<file path="config.mk">
export PLATFORM = sky130hd
export DESIGN_NAME = ifu_fetch
export DESIGN_NICKNAME = d
export VERILOG_FILES = /design/src/rtl/ifu_fetch_pkg.sv /design/src/rtl/ifu_fetch_reg.sv /design/src/rtl/ifu_fetch.sv
export SDC_FILE = /design/constraint.sdc
export NUM_CORES = 1
export LEC_CHECK = 0
export ABC_AREA = 1
export BUFFER_PORTS_ARGS = -buffer_cell sky130_fd_sc_hd__buf_2
export CORE_UTILIZATION = 38
export CTS_CLUSTER_SIZE = 40
export DETAILED_ROUTE_END_ITERATION = 10
export PLACE_DENSITY = 0.77
export SETUP_SLACK_MARGIN = 0.02
export SLEW_MARGIN = 20
export SYNTH_ARGS = -nofsm -noshare
export SYNTH_HDL_FRONTEND = slang
export SYNTH_SLANG_ARGS = --single-unit
</file>
<file path="constraint.sdc">
create_clock -name clk -period 5.1 [get_ports clk]
set_clock_uncertainty 0.2 [all_clocks]
set_input_delay 0.255 -clock clk [delete_from_list [all_inputs] [get_ports clk]]
set_output_delay 0.255 -clock clk [all_outputs]
set_load 0.03 [all_outputs]
</file>
<file path="src/rtl/ifu_fetch_pkg.sv">
// ============================================================================
// ifu_fetch_pkg : shared constants, FSM states and fault codes for ifu_fetch
// Revision      : 1.0
// ============================================================================
`default_nettype none

package ifu_fetch_pkg;

  localparam int          IFU_XLEN       = 64;
  localparam logic [63:0] IFU_START_ADDR = 64'h8000_0000;

  typedef enum logic [1:0] {
    S_REQ   = 2'd0,
    S_WAIT  = 2'd1,
    S_HOLD  = 2'd2,
    S_DRAIN = 2'd3
  } fetch_state_e;

  localparam logic [1:0] IF_FAULT_NONE     = 2'b00;
  localparam logic [1:0] IF_FAULT_MISALIGN = 2'b01;
  localparam logic [1:0] IF_FAULT_ACCESS   = 2'b10;

endpackage

`default_nettype wire

</file>
<file path="src/rtl/ifu_fetch_reg.sv">
// ============================================================================
// ifu_fetch_reg : generic register with write enable and sync reset value
// Revision      : 1.0
// ============================================================================
`default_nettype none

module ifu_fetch_reg #(
  parameter int               WIDTH   = 32,
  parameter logic [WIDTH-1:0] RST_VAL = '0
) (
  input  logic             clk,
  input  logic             rst,
  input  logic             wen,
  input  logic [WIDTH-1:0] d,
  output logic [WIDTH-1:0] q
);

  always_ff @(posedge clk) begin
    if (rst)      q <= RST_VAL;
    else if (wen) q <= d;
  end

endmodule

`default_nettype wire

</file>
<file path="src/rtl/ifu_fetch.sv">
// ============================================================================
// ifu_fetch : instruction fetch stage, one outstanding request, 1-entry buffer
// Revision  : 1.0
// ============================================================================
`default_nettype none

module ifu_fetch
  import ifu_fetch_pkg::*;
#(
  parameter int             XLEN       = IFU_XLEN,
  parameter logic [XLEN-1:0] START_ADDR = IFU_START_ADDR[XLEN-1:0]
) (
  input  logic            clk,
  input  logic            rst,
  input  logic [XLEN-1:0] pc,
  output logic            pc_adv,
  input  logic            flush,
  output logic            mem_req_valid,
  input  logic            mem_req_ready,
  output logic [XLEN-1:0] mem_req_addr,
  input  logic            mem_resp_valid,
  input  logic [31:0]     mem_resp_data,
  input  logic            mem_resp_err,
  output logic            inst_valid,
  input  logic            inst_ready,
  output logic [31:0]     inst,
  output logic [XLEN-1:0] inst_pc,
  output logic [1:0]      inst_fault
);

  fetch_state_e    r_state;
  fetch_state_e    w_state_nxt;
  logic            w_misalign;
  logic            w_accept;
  logic            w_buf_wen;
  logic [31:0]     w_buf_inst;
  logic [1:0]      w_buf_fault;
  logic            w_outstanding;

  assign w_misalign    = (pc[1:0] != 2'b00);
  assign mem_req_valid = !rst && (r_state == S_REQ) && !w_misalign;
  assign mem_req_addr  = pc;
  assign w_accept      = mem_req_valid && mem_req_ready;

  always_ff @(posedge clk) begin
    if (rst) r_state <= S_REQ;
    else     r_state <= w_state_nxt;
  end

  always_comb begin
    w_state_nxt   = r_state;
    pc_adv        = 1'b0;
    inst_valid    = 1'b0;
    w_buf_wen     = 1'b0;
    w_buf_inst    = 32'h0;
    w_buf_fault   = IF_FAULT_NONE;
    w_outstanding = 1'b0;

    case (r_state)
      S_REQ: begin
        if (w_misalign) begin
          w_buf_wen   = 1'b1;
          w_buf_fault = IF_FAULT_MISALIGN;
          w_state_nxt = S_HOLD;
        end else if (w_accept) begin
          w_state_nxt = S_WAIT;
        end
        w_outstanding = w_accept;
      end
      S_WAIT: begin
        if (mem_resp_valid) begin
          w_buf_wen   = 1'b1;
          w_buf_inst  = mem_resp_err ? 32'h0 : mem_resp_data;
          w_buf_fault = mem_resp_err ? IF_FAULT_ACCESS : IF_FAULT_NONE;
          w_state_nxt = S_HOLD;
        end
        w_outstanding = !mem_resp_valid;
      end
      S_HOLD: begin
        inst_valid = 1'b1;
        if (inst_ready) begin
          pc_adv      = 1'b1;
          w_state_nxt = S_REQ;
        end
      end
      S_DRAIN: begin
        if (mem_resp_valid) w_state_nxt = S_REQ;
        w_outstanding = !mem_resp_valid;
      end
      default: w_state_nxt = S_REQ;
    endcase

    // A redirect wins over everything; a response landing in the same cycle
    // retires the outstanding request, so there is nothing left to drain.
    if (flush) begin
      pc_adv      = 1'b1;
      inst_valid  = 1'b0;
      w_buf_wen   = 1'b0;
      w_state_nxt = w_outstanding ? S_DRAIN : S_REQ;
    end

    if (rst) begin
      pc_adv     = 1'b0;
      inst_valid = 1'b0;
    end
  end

  ifu_fetch_reg #(.WIDTH(32), .RST_VAL(32'h0)) u_buf_inst (
    .clk(clk), .rst(rst), .wen(w_buf_wen), .d(w_buf_inst), .q(inst)
  );

  ifu_fetch_reg #(.WIDTH(XLEN), .RST_VAL(START_ADDR)) u_buf_pc (
    .clk(clk), .rst(rst), .wen(w_buf_wen), .d(pc), .q(inst_pc)
  );

  ifu_fetch_reg #(.WIDTH(2), .RST_VAL(IF_FAULT_NONE)) u_buf_fault (
    .clk(clk), .rst(rst), .wen(w_buf_wen), .d(w_buf_fault), .q(inst_fault)
  );

  a_no_stray_resp : assert property (@(posedge clk) disable iff (rst)
    !(mem_resp_valid && ((r_state == S_REQ) || (r_state == S_HOLD))));

endmodule

`default_nettype wire
</file>
; After elaboration in Yosys (flattened, before gate mapping)
; Cells that the tools add are included.
[totals]
ff_bits = 100
output_inout_bits = 165
inputBits = 103
wordCells = 48
[classes]
mux = 27
eq_ne = 7
n_reduce_logical = 10
[ops]
columns = op, n
row1 = $mux W32, 3
row2 = $mux W2, 9
row3 = $mux W1, 11
row4 = $ne A3 B3 Y1 const B, 3
row5 = $pmux W2 S4, 1
row6 = $eq A2 B2 Y1 const B, 2
row7 = $ne A4 B4 Y1 const B, 1
row8 = $pmux W1 S2, 2
row9 = $pmux W2 S2, 1
row10 = $reduce_and A4 Y1, 1
row11 = $logic_and A1 B1 Y1, 3
row12 = $logic_not A1 Y1, 3
row13 = $eq A2 B1 Y1 const B, 1
row14 = $logic_not A2 Y1, 1
row15 = $reduce_bool A2 Y1, 1
row16 = $reduce_or A2 Y1, 1

; Longest topological paths before layout
; Gate-level depths: netlist of run 1.
[logic_depth]
word_depth = 8
ltp_mapped = 11
mapped_depth_nobuf = 9

; Modules after synthesis
; From an unflattened synthesis of run 1, not the netlist that was laid out.
[hier_totals]
hier_cells = 793
hier_area_um2 = 5108.6
[modules_own_cells]
columns = mod, area_each_um2, cells_per_inst, instances, seq_area_each_um2
row1 = ifu_fetch_reg at u_buf_pc, 2663.8, 404, 1, 1281.2
row2 = ifu_fetch_reg at u_buf_inst, 1338.8, 203, 1, 640.6
row3 = ifu_fetch, 1024.7, 173, 1, 40.0
row4 = ifu_fetch_reg at u_buf_fault, 81.3, 13, 1, 40.0

; Worst setup path after synthesis of run 1
; OpenSTA, ideal clock, no wires.
[synth_path]
path_kind = flip-flop to output port
startpoint = register r_state[1]
endpoint = output port inst_valid
path_buffers = 0
t_arrival_ns = 1.451
required_ns = 4.645
path_slack_ns = 3.194
path_stages_with_launch = 3
cell_sequence = dfxtp_1 inv_1 nor4_1
[synth_between]
elab_chain_len = 4
[synth_lines]
columns = item, line
row1 = "start, declared", ifu_fetch.sv:31  ; fetch_state_e r_state;
row2 = "start signal, assigned", ifu_fetch.sv:47  ; else r_state <= w_state_nxt;
row3 = $eq A2 B2 Y1, ifu_fetch.sv:59  ; case (r_state)
row4 = $mux W1, ifu_fetch.sv:59
row5 = $mux W1, ifu_fetch.sv:95  ; if (flush) begin
row6 = $mux W1, ifu_fetch.sv:102  ; if (rst) begin
row7 = "end, declared", ifu_fetch.sv:24  ; output logic inst_valid,
; No other way between the ends.

; Worst setup path in the final report of run 1
[layout_path]
startpoint = input port pc[0]
endpoint = register u_buf_pc.q[46]
[layout_between]
elab_chain_len = 4
[layout_lines]
columns = item, line
row1 = "start, declared", ifu_fetch.sv:15  ; input logic [XLEN-1:0] pc,
row2 = $reduce_bool A2 Y1, ifu_fetch.sv:40  ; assign w_misalign = (pc[1:0] != 2'b00);
row3 = $mux W1, ifu_fetch.sv:61  ; if (w_misalign) begin
row4 = $pmux W1 S2, ifu_fetch.sv:59
row5 = $mux W1, ifu_fetch.sv:95
row6 = "end signal, assigned", ifu_fetch_reg.sv:19  ; if (rst) q <= RST_VAL;
row7 = "end signal, assigned", ifu_fetch_reg.sv:20  ; else if (wen) q <= d;
row8 = "end, declared", ifu_fetch_reg.sv:15  ; output logic [WIDTH-1:0] q
; No other way between the ends.
; A chain may end at the register's enable or synchronous reset.

==> summary.txt, run 1 <==
Route
  • DRT iter0 DRCs: 370
  • Final wirelength: 12,900 µm
  • Via density: 4.688
  • Vias post-DR: between 4,000 and 5,000
  • Drt first pass iters: 4
  • Post-DR wirelength/cell: 13.49 µm
  • Antenna Violating Nets Remaining: 0
  • Remaining DRCs: 0

Outcome
  • Status: completed

Setup path
  • Crit path max-delay cell type: dlygate4sd3_1
  • R2R Setup Slk: 2330 ps
  • Crit. End Element: register
  • Arr. time, crit path: 2930 ps
  • CP Max Fanout: 97
  • Top Family by Delay on Critical Path: buffers and inverters
  • Crit-path max cell delay: 530 ps
  • CP required: about 5200 ps
  • Critical path cell sequence: dlygate4sd3_1 -> buf_2 -> inv_1 -> nand2_1 -> nand2_1 -> nor2_2 -> inv_2 -> nand2_4 -> inv_2 -> buf_4 -> o21ai_0 -> nor2_1
  • Critical path launch point type: input port
  • WP buf/inv: 6
  • Critical path class: in -> reg

Power and ir drop
  • Power density cells: 313.6 nW/µm²
  • Switching portion of total power: 0.3614
  • Clock power frac: 0.245
  • Comb pwr share: 0.302
  • Int Pwr: roughly 1300 µW
  • Sequential Power Share: 0.453
  • Net Switching: 708.6 µW
  • Max IR drop VDD: 0.0001622 V
  • Leak: roughly 0.003 µW

Die
  • Initial Util: 0.3909
  • Die Height: roughly 110 µm
  • Die ar.: 11,580 µm²
  • Row Count: 38
  • Core box area: 10,840 µm²
  • DIE WIDTH: about 110 µm
  • Ports: 268

Placed design
  • Pre-CTS setup slack: 2379 ps
  • DP HPWL: 7479 µm
  • Port Buffers: about 270
  • Gpl congestion: about 0.85

Clock tree
  • CTS clock-pin slew for the worst setup and hold paths: 100 ps
  • Clk_lat worst skew: 350 ps
  • Setup Buffers After CTS: 0
  • Clk root buf: clkbuf_8
  • CTS max path bufs: 2
  • CTS tree: built
  • CTS Sinks: 100
  • H-tree Lvls: 3
  • CTS buffer count: 9

STA
  • Final Setup Violations: 0
  • Final hold viol count: 0
  • RSZ-0062 raised after global routing: false
  • Final min period: 2836 ps
  • Worst rel slew slack: 0.3408
  • Fmax: 352.6 MHz
  • Setup_tns: 0 ps
  • Slew Limit Fails: 0
  • Least-Margin Pin Slew: 988.7 ps
  • Final period util: 0.5561
  • Final WS setup: 2264 ps

Global route
  • Vias in the first global route: between 4,000 and 5,000
  • Initial antenna violation count: 0
  • Total GRT Usage: 0.2105
  • Largest net degree at the start of global routing: 98
  • Overflow after GRT: 0
  • First-pass GRT wire length: 19,220 µm

Synth
  • Syn_nets: 634
  • Syn Inst Count: roughly 530
  • Simple-gate share of the synthesized area: 0.1760
  • Syn_area_per_cell: ~8 µm²
  • Distinct cell type count after synthesis: 20
  • Cell area after synthesis: 4238 µm²
  • Synth Area in Compound Gates: 0.1828
  • Largest family of logic cells by synthesized area: compound AO/OA/AOI/OAI gates
  • Seq/Total Area, Yosys: 0.4724
  • Adder-Cell Fraction of Synth Area: 0
  • Mux contribution to synthesized area: 0
  • FF+latch count, synth: 100
  • Synth Warn #: 0
  • XOR/XNOR share of the synthesized area: 0

Layout
  • Utilization of the core after routing: 0.5769
  • Share of cells above drive strength 1: 0.3922
  • Area Growth Syn to Fin: 47.56%
  • Final-stage net count: between 900 and 1,000
  • Filler Cell Count: 948
  • ANT cells: 0

Flow run
  • Max cap viols: 0

Worst hold path
  • HP Class: in -> reg
==> flip-flops by register name, indices dropped and copies added, names as in the netlist <==
signal and flops:
r_state 2, u_buf_fault.q 2, u_buf_inst.q 32, u_buf_pc.q 64
==> per-layer routing <==
metal / vias to the layer above / GRT usage / wire length (µm)
met5: - / 0 / 0
met4: 0 / 0.1047 / 497
met3: 39 / 0.06719 / 891
met2: 184 / 0.3777 / 6559
met1: 2049 / 0.2194 / 4951
li1: 2210 / - / -
==> synth_stat cells (all sizes together) <==
cell type  count  area share
a21oi         38       0.069
buf           85        0.15
clkbuf        13       0.012
dfxtp        100        0.47
inv           11      0.0097
nand2         14       0.014
nand3          4      0.0047
nand3b         1      0.0018
nand4          2      0.0030
nor2         164        0.15
nor4           3      0.0059
o211ai         1      0.0018
o21ai         95        0.11
==> cell usage in the layout (no fill, tap or decap), drive strengths merged <==
cell type	count
o21ai	95
buf	271
a21oi	38
clkinvlp	1
nand2	14
nor2	164
dfxtp	100
clkinv	2
nand3b	1
inv	12
o211ai	1
nand4	2
dlygate4sd3	96
nand3	4
nor4	3
clkbuf	12
==> power groups by stage <==
stage,Clock (µW),Combinational (µW),Sequential [µW]
final,480,593,889
after global routing,530,638,897
after CTS,494,586,887
after detailed placement,0,529,905
after global placement,0,525,903
after floorplan,0,257,1050
==> cell type report <==
| class | instances | area (µm²) | share of cell area |
|---|---|---|---|
| timing repair buffer | 367 | 2327 | 0.3721 |
| sequential | 100 | 2002 | 0.3201 |
| multi-input combinational | 322 | 1529 | 0.2445 |
| tap | 140 | 175.2 | 0.02801 |
| clock buffer | 12 | 145.1 | 0.02321 |
| inverter | 11 | 41.29 | 0.006603 |
| clock inverter | 4 | 33.78 | 0.005402 |
==> worst reg2reg max path, delay by kind of cell (launching register included) <==
kind / cells / cell delay [ps]
AO/OA/AOI/OAI: 1 / 220
flip-flops: 1 / 490
buffers and inverters: 3 / 950
AND/OR/NAND/NOR: 5 / 850
==> metrics by stage <==
stage	cells	hold slack [ps]	total power [µW]	instance area [µm²]
2_1_floorplan	531	181.4	1305	4238
3_3_place_gp	844	255.4	1428	5114
3_5_place_dp	844	265.9	1434	5114
4_1_cts	956	1.411	1967	6254
5_1_grt	956	3.950	2064	6254
6_report	956	16.60	1961	6254
==> kinds of logic (layout without fill, tap and decap cells) <==
family                 count (synthesis)  count (layout)
AOI/OAI and AO/OA                    134             134
buffers and inverters                109             394
DFF                                  100             100
and+or+nand+nor                      188             188
==> what timing repair did <==
| item | CTS | global route |
|---|---|---|
| gates resized for setup | 0 | 0 |
| hold endpoints to repair | 98 | 0 |
| hold buffers | 96 | 0 |
==> path summary, 6_finish.rpt <==
| kind | from | to | depth (start not counted) |
|---|---|---|---|
| max | pc[0] | u_buf_pc.q[46] | 12 |
| min | mem_resp_valid | u_buf_fault.q[1] | 3 |
| max reg2reg | r_state[1] | u_buf_pc.q[46] | 9 |
| min reg2reg | u_buf_pc.q[1] | u_buf_pc.q[1] | 2 |
No activity file was read; power rests on OpenSTA's default activity.
==> run 2: changes to the inputs <==
--- a/config.mk
+++ b/config.mk
@@ -10,7 +10,7 @@
 export CORE_UTILIZATION = 38
 export CTS_CLUSTER_SIZE = 40
 export DETAILED_ROUTE_END_ITERATION = 10
-export PLACE_DENSITY = 0.77
+export PLACE_DENSITY = 0.8
 export SETUP_SLACK_MARGIN = 0.02
 export SLEW_MARGIN = 20
 export SYNTH_ARGS = -nofsm -noshare
==> constraint.sdc (replaced) <==
create_clock -name clk -period 2.6 [get_ports clk]
set_clock_uncertainty 0.2 [all_clocks]
set_input_delay 0.13 -clock clk [delete_from_list [all_inputs] [get_ports clk]]
set_output_delay 0.13 -clock clk [all_outputs]
set_load 0.03 [all_outputs]
==> run 2 against run 1 <==
  * Combinational power increased by 100%
  * Worst setup slack got worse by 2000 ps
  * Sequential share of layout area decreased by 0.62 points
  * Power increased by 95%
  * Wire length increased by 1.8%
  * Highest routed layer unchanged
  * Critical path depth decreased by 2
  * Die area unchanged
  * Clock power increased by 87%
  * Largest power group unchanged
  * Cell count increased by 1.2%
  * Register-to-register slack got worse by 2100 ps
  * Count of clock-buffer cells in the layout unchanged
==> summary.txt, run 2 (synthesis results as in run 1) <==
Layout
  • Area Growth Syn to Fin: 50.49%
  • FF/Latch Area: 2002 µm² (unchanged)
  • Final-stage net count: 925 (+1.2%)
  • Filler Cell Count: 933 (-1.6%)
  • Max reg flops: 64 (unchanged)
  • Design Area, Final: 6377 µm² (+2.0%)
  • ANT cells: 0 (unchanged)
  • Largest Register: u_buf_pc.q
  • Multi-input logic area: 1529 µm² (unchanged)
  • Most frequent cells in the layout: buf_2, nor2_1, dlygate4sd3_1, dfxtp_1, o21ai_0
  • Share of cells above drive strength 1: 0.3881 (-0.004007)
  • Biggest regs: u_buf_pc.q x64, u_buf_inst.q x32
  • Most common cell after layout, fill and taps aside: buf_2

STA
  • Least-Margin Pin Slew: 954.8 ps (-33.92 ps)
  • Slew Limit Fails: 0 (unchanged)
  • Hold WS: 113.2 ps (+96.64 ps)
  • RSZ-0062 raised after global routing: false
  • Final min period: roughly 2400 ps
  • Final hold viol count: 0 (unchanged)
  • Final WS setup: 241.0 ps (-2023 ps)
  • Worst rel slew slack: 0.3635 (+0.02261)
  • Final period util: 0.9073
  • Final Setup Violations: 0 (unchanged)
  • Setup_tns: 0 ps (unchanged)
  • Fmax: between 400 and 500 MHz

Route
  • Post-DR wirelength/cell: 13.58 µm (+0.66%)
  • Final wirelength: 13,130 µm (+1.8%)
  • Remaining DRCs: 0 (unchanged)
  • Drt first pass iters: 6 (+2)
  • Antenna Violating Nets Remaining: 0 (unchanged)
  • Vias post-DR: 4,514 (+0.71%)
  • DRT iter0 DRCs: 385 (+4.1%)
  • Via density: 4.668 (-0.43%)

Setup path
  • Critical path class: reg -> reg
  • Most common cell on crit path: nor2_1
  • Crit-path max cell delay: 570 ps (+40 ps)
  • Crit. End Element: register
  • R2R Setup Slk: 240 ps (-2090 ps)
  • FF-to-FF path depth: 10 (+1)
  • RR Startpoint: r_state[1]
  • R2R Path End: u_buf_inst.q[1]
  • Arr. time, crit path: 2450 ps (-480 ps)
  • CP Max Fanout: 25 (-74%)
  • CP required: 2690 ps (-2500 ps)
  • Crit path max-delay cell type: dlygate4sd3_1
  • Critical path cell sequence: nor2_1 -> nand2_1 -> nor2_2 -> inv_2 -> nand2_4 -> inv_4 -> buf_4 -> a21oi_1 -> dlygate4sd3_1 -> nor2_1
  • Critical path launch point type: register

Global route
  • Largest net degree at the start of global routing: 97 (-1.0%)
  • Initial antenna violation count: 0 (unchanged)
  • Overflow after GRT: 0 (unchanged)
  • Vias in the first global route: 4,279 (+2.6%)
  • First-pass GRT wire length: 20,380 µm (+6.0%)
  • Total GRT Usage: 0.2215 (+0.01100)

Clock tree
  • CTS tree: built
  • Setup Buffers After CTS: 0 (unchanged)
  • CTS max path bufs: 2 (unchanged)
  • CTS Sinks: 100 (unchanged)
  • H-tree Lvls: 3 (unchanged)
  • Clk root buf: clkbuf_8
  • CTS clock-pin slew for the worst setup and hold paths: 90 ps (about the same)
  • Clk_lat worst skew: 340 ps (about the same)
  • CTS buffer count: 9 (unchanged)

Placed design
  • Gpl congestion: 0.8482 (+0.20%)
  • Pre-CTS setup slack: 336.9 ps (-2042 ps)
  • DP HPWL: 7277 µm (-2.7%)
  • Placement Cell Area: 5155 µm² (+0.81%)
  • Port Buffers: 267 (unchanged)

Die
  • Die ar.: 11,580 µm² (unchanged)
  • Initial Util: 0.3909 (unchanged)
  • Core box area: 10,840 µm² (unchanged)
  • Row Count: 38 (unchanged)
  • Die Height: 107.6 µm (unchanged)
  • Ports: 268 (unchanged)
  • DIE WIDTH: 107.6 µm (unchanged)

Flow run
  • Max cap viols: 0 (unchanged)

Power and ir drop
  • Leak: 0.003123 µW (+1.8%)
  • Max IR drop VDD: 0.0003702 V (+130%)
  • Power density cells: 599.8 nW/µm² (+91%)

Worst hold path
  • HP Class: in -> reg
  • Hold path depth: 7 (+4)
  • Hold Crit Start: inst_ready
  • Min-Delay Endpoint: r_state[1]

Outcome
  • Status: completed
[run 2: area by class of cell]
class                   instances  share of cell area
well taps                     140             0.02747
repair buffers                378              0.3853
clock inverters                 4            0.005493
inverters                      11            0.006867
multi-input cells             322              0.2397
clock buffers                  12             0.02119
flip-flops and latches        100              0.3139
[run 2: timing repair]
action,in CTS,in global routing
endpoints found under the setup margin,0,1
hold buffers,105,0
endpoints found under the hold margin,100,0
gates resized for setup,0,1
[run 2: through the flow]
stage,utilization,instances,power (µW)
6_report,0.5883,967,3825
5_1_grt,0.5883,967,4046
4_1_cts,0.5882,967,3834
3_5_place_dp,0.4755,846,2820
3_3_place_gp,0.4755,846,2806
2_1_floorplan,-,531,2561
[run 2: worst max path at each step]
stage | start | end | slack, ps | cells past startpoint
after global routing | r_state[1] | u_buf_inst.q[0] | 40 | 8
after global placement | r_state[1] | u_buf_inst.q[5] | 420 | 8
after CTS | r_state[1] | u_buf_inst.q[1] | 50 | 10
final | r_state[1] | u_buf_inst.q[1] | 240 | 10
after detailed placement | r_state[1] | u_buf_inst.q[9] | 340 | 8
after floorplan | r_state[1] | inst_valid | 820 | 2
[run 2: per-layer routing]
layer  vias to the layer above  track usage  part of all wire
met2                       196       0.4052              0.52
li1                       2230            -                 -
met3                        46      0.05932             0.063
met5                         -            0                 0
met4                         0       0.1057             0.037
met1                      2042       0.2333              0.38
[run 2: power by group]
group	internal (µW)	switching, µW	total [µW]
Clock	359	537	897
Combinational	412	774	1190
Sequential	1670	67.7	1740
Total	2450	1380	3820
[run 2: worst max-delay path: cells and delay by family, from the launching register on]
family	cells	cell delay [ps]
simple gates	5	390
flops	1	500
buf+inv	4	1140
compound gates	1	60
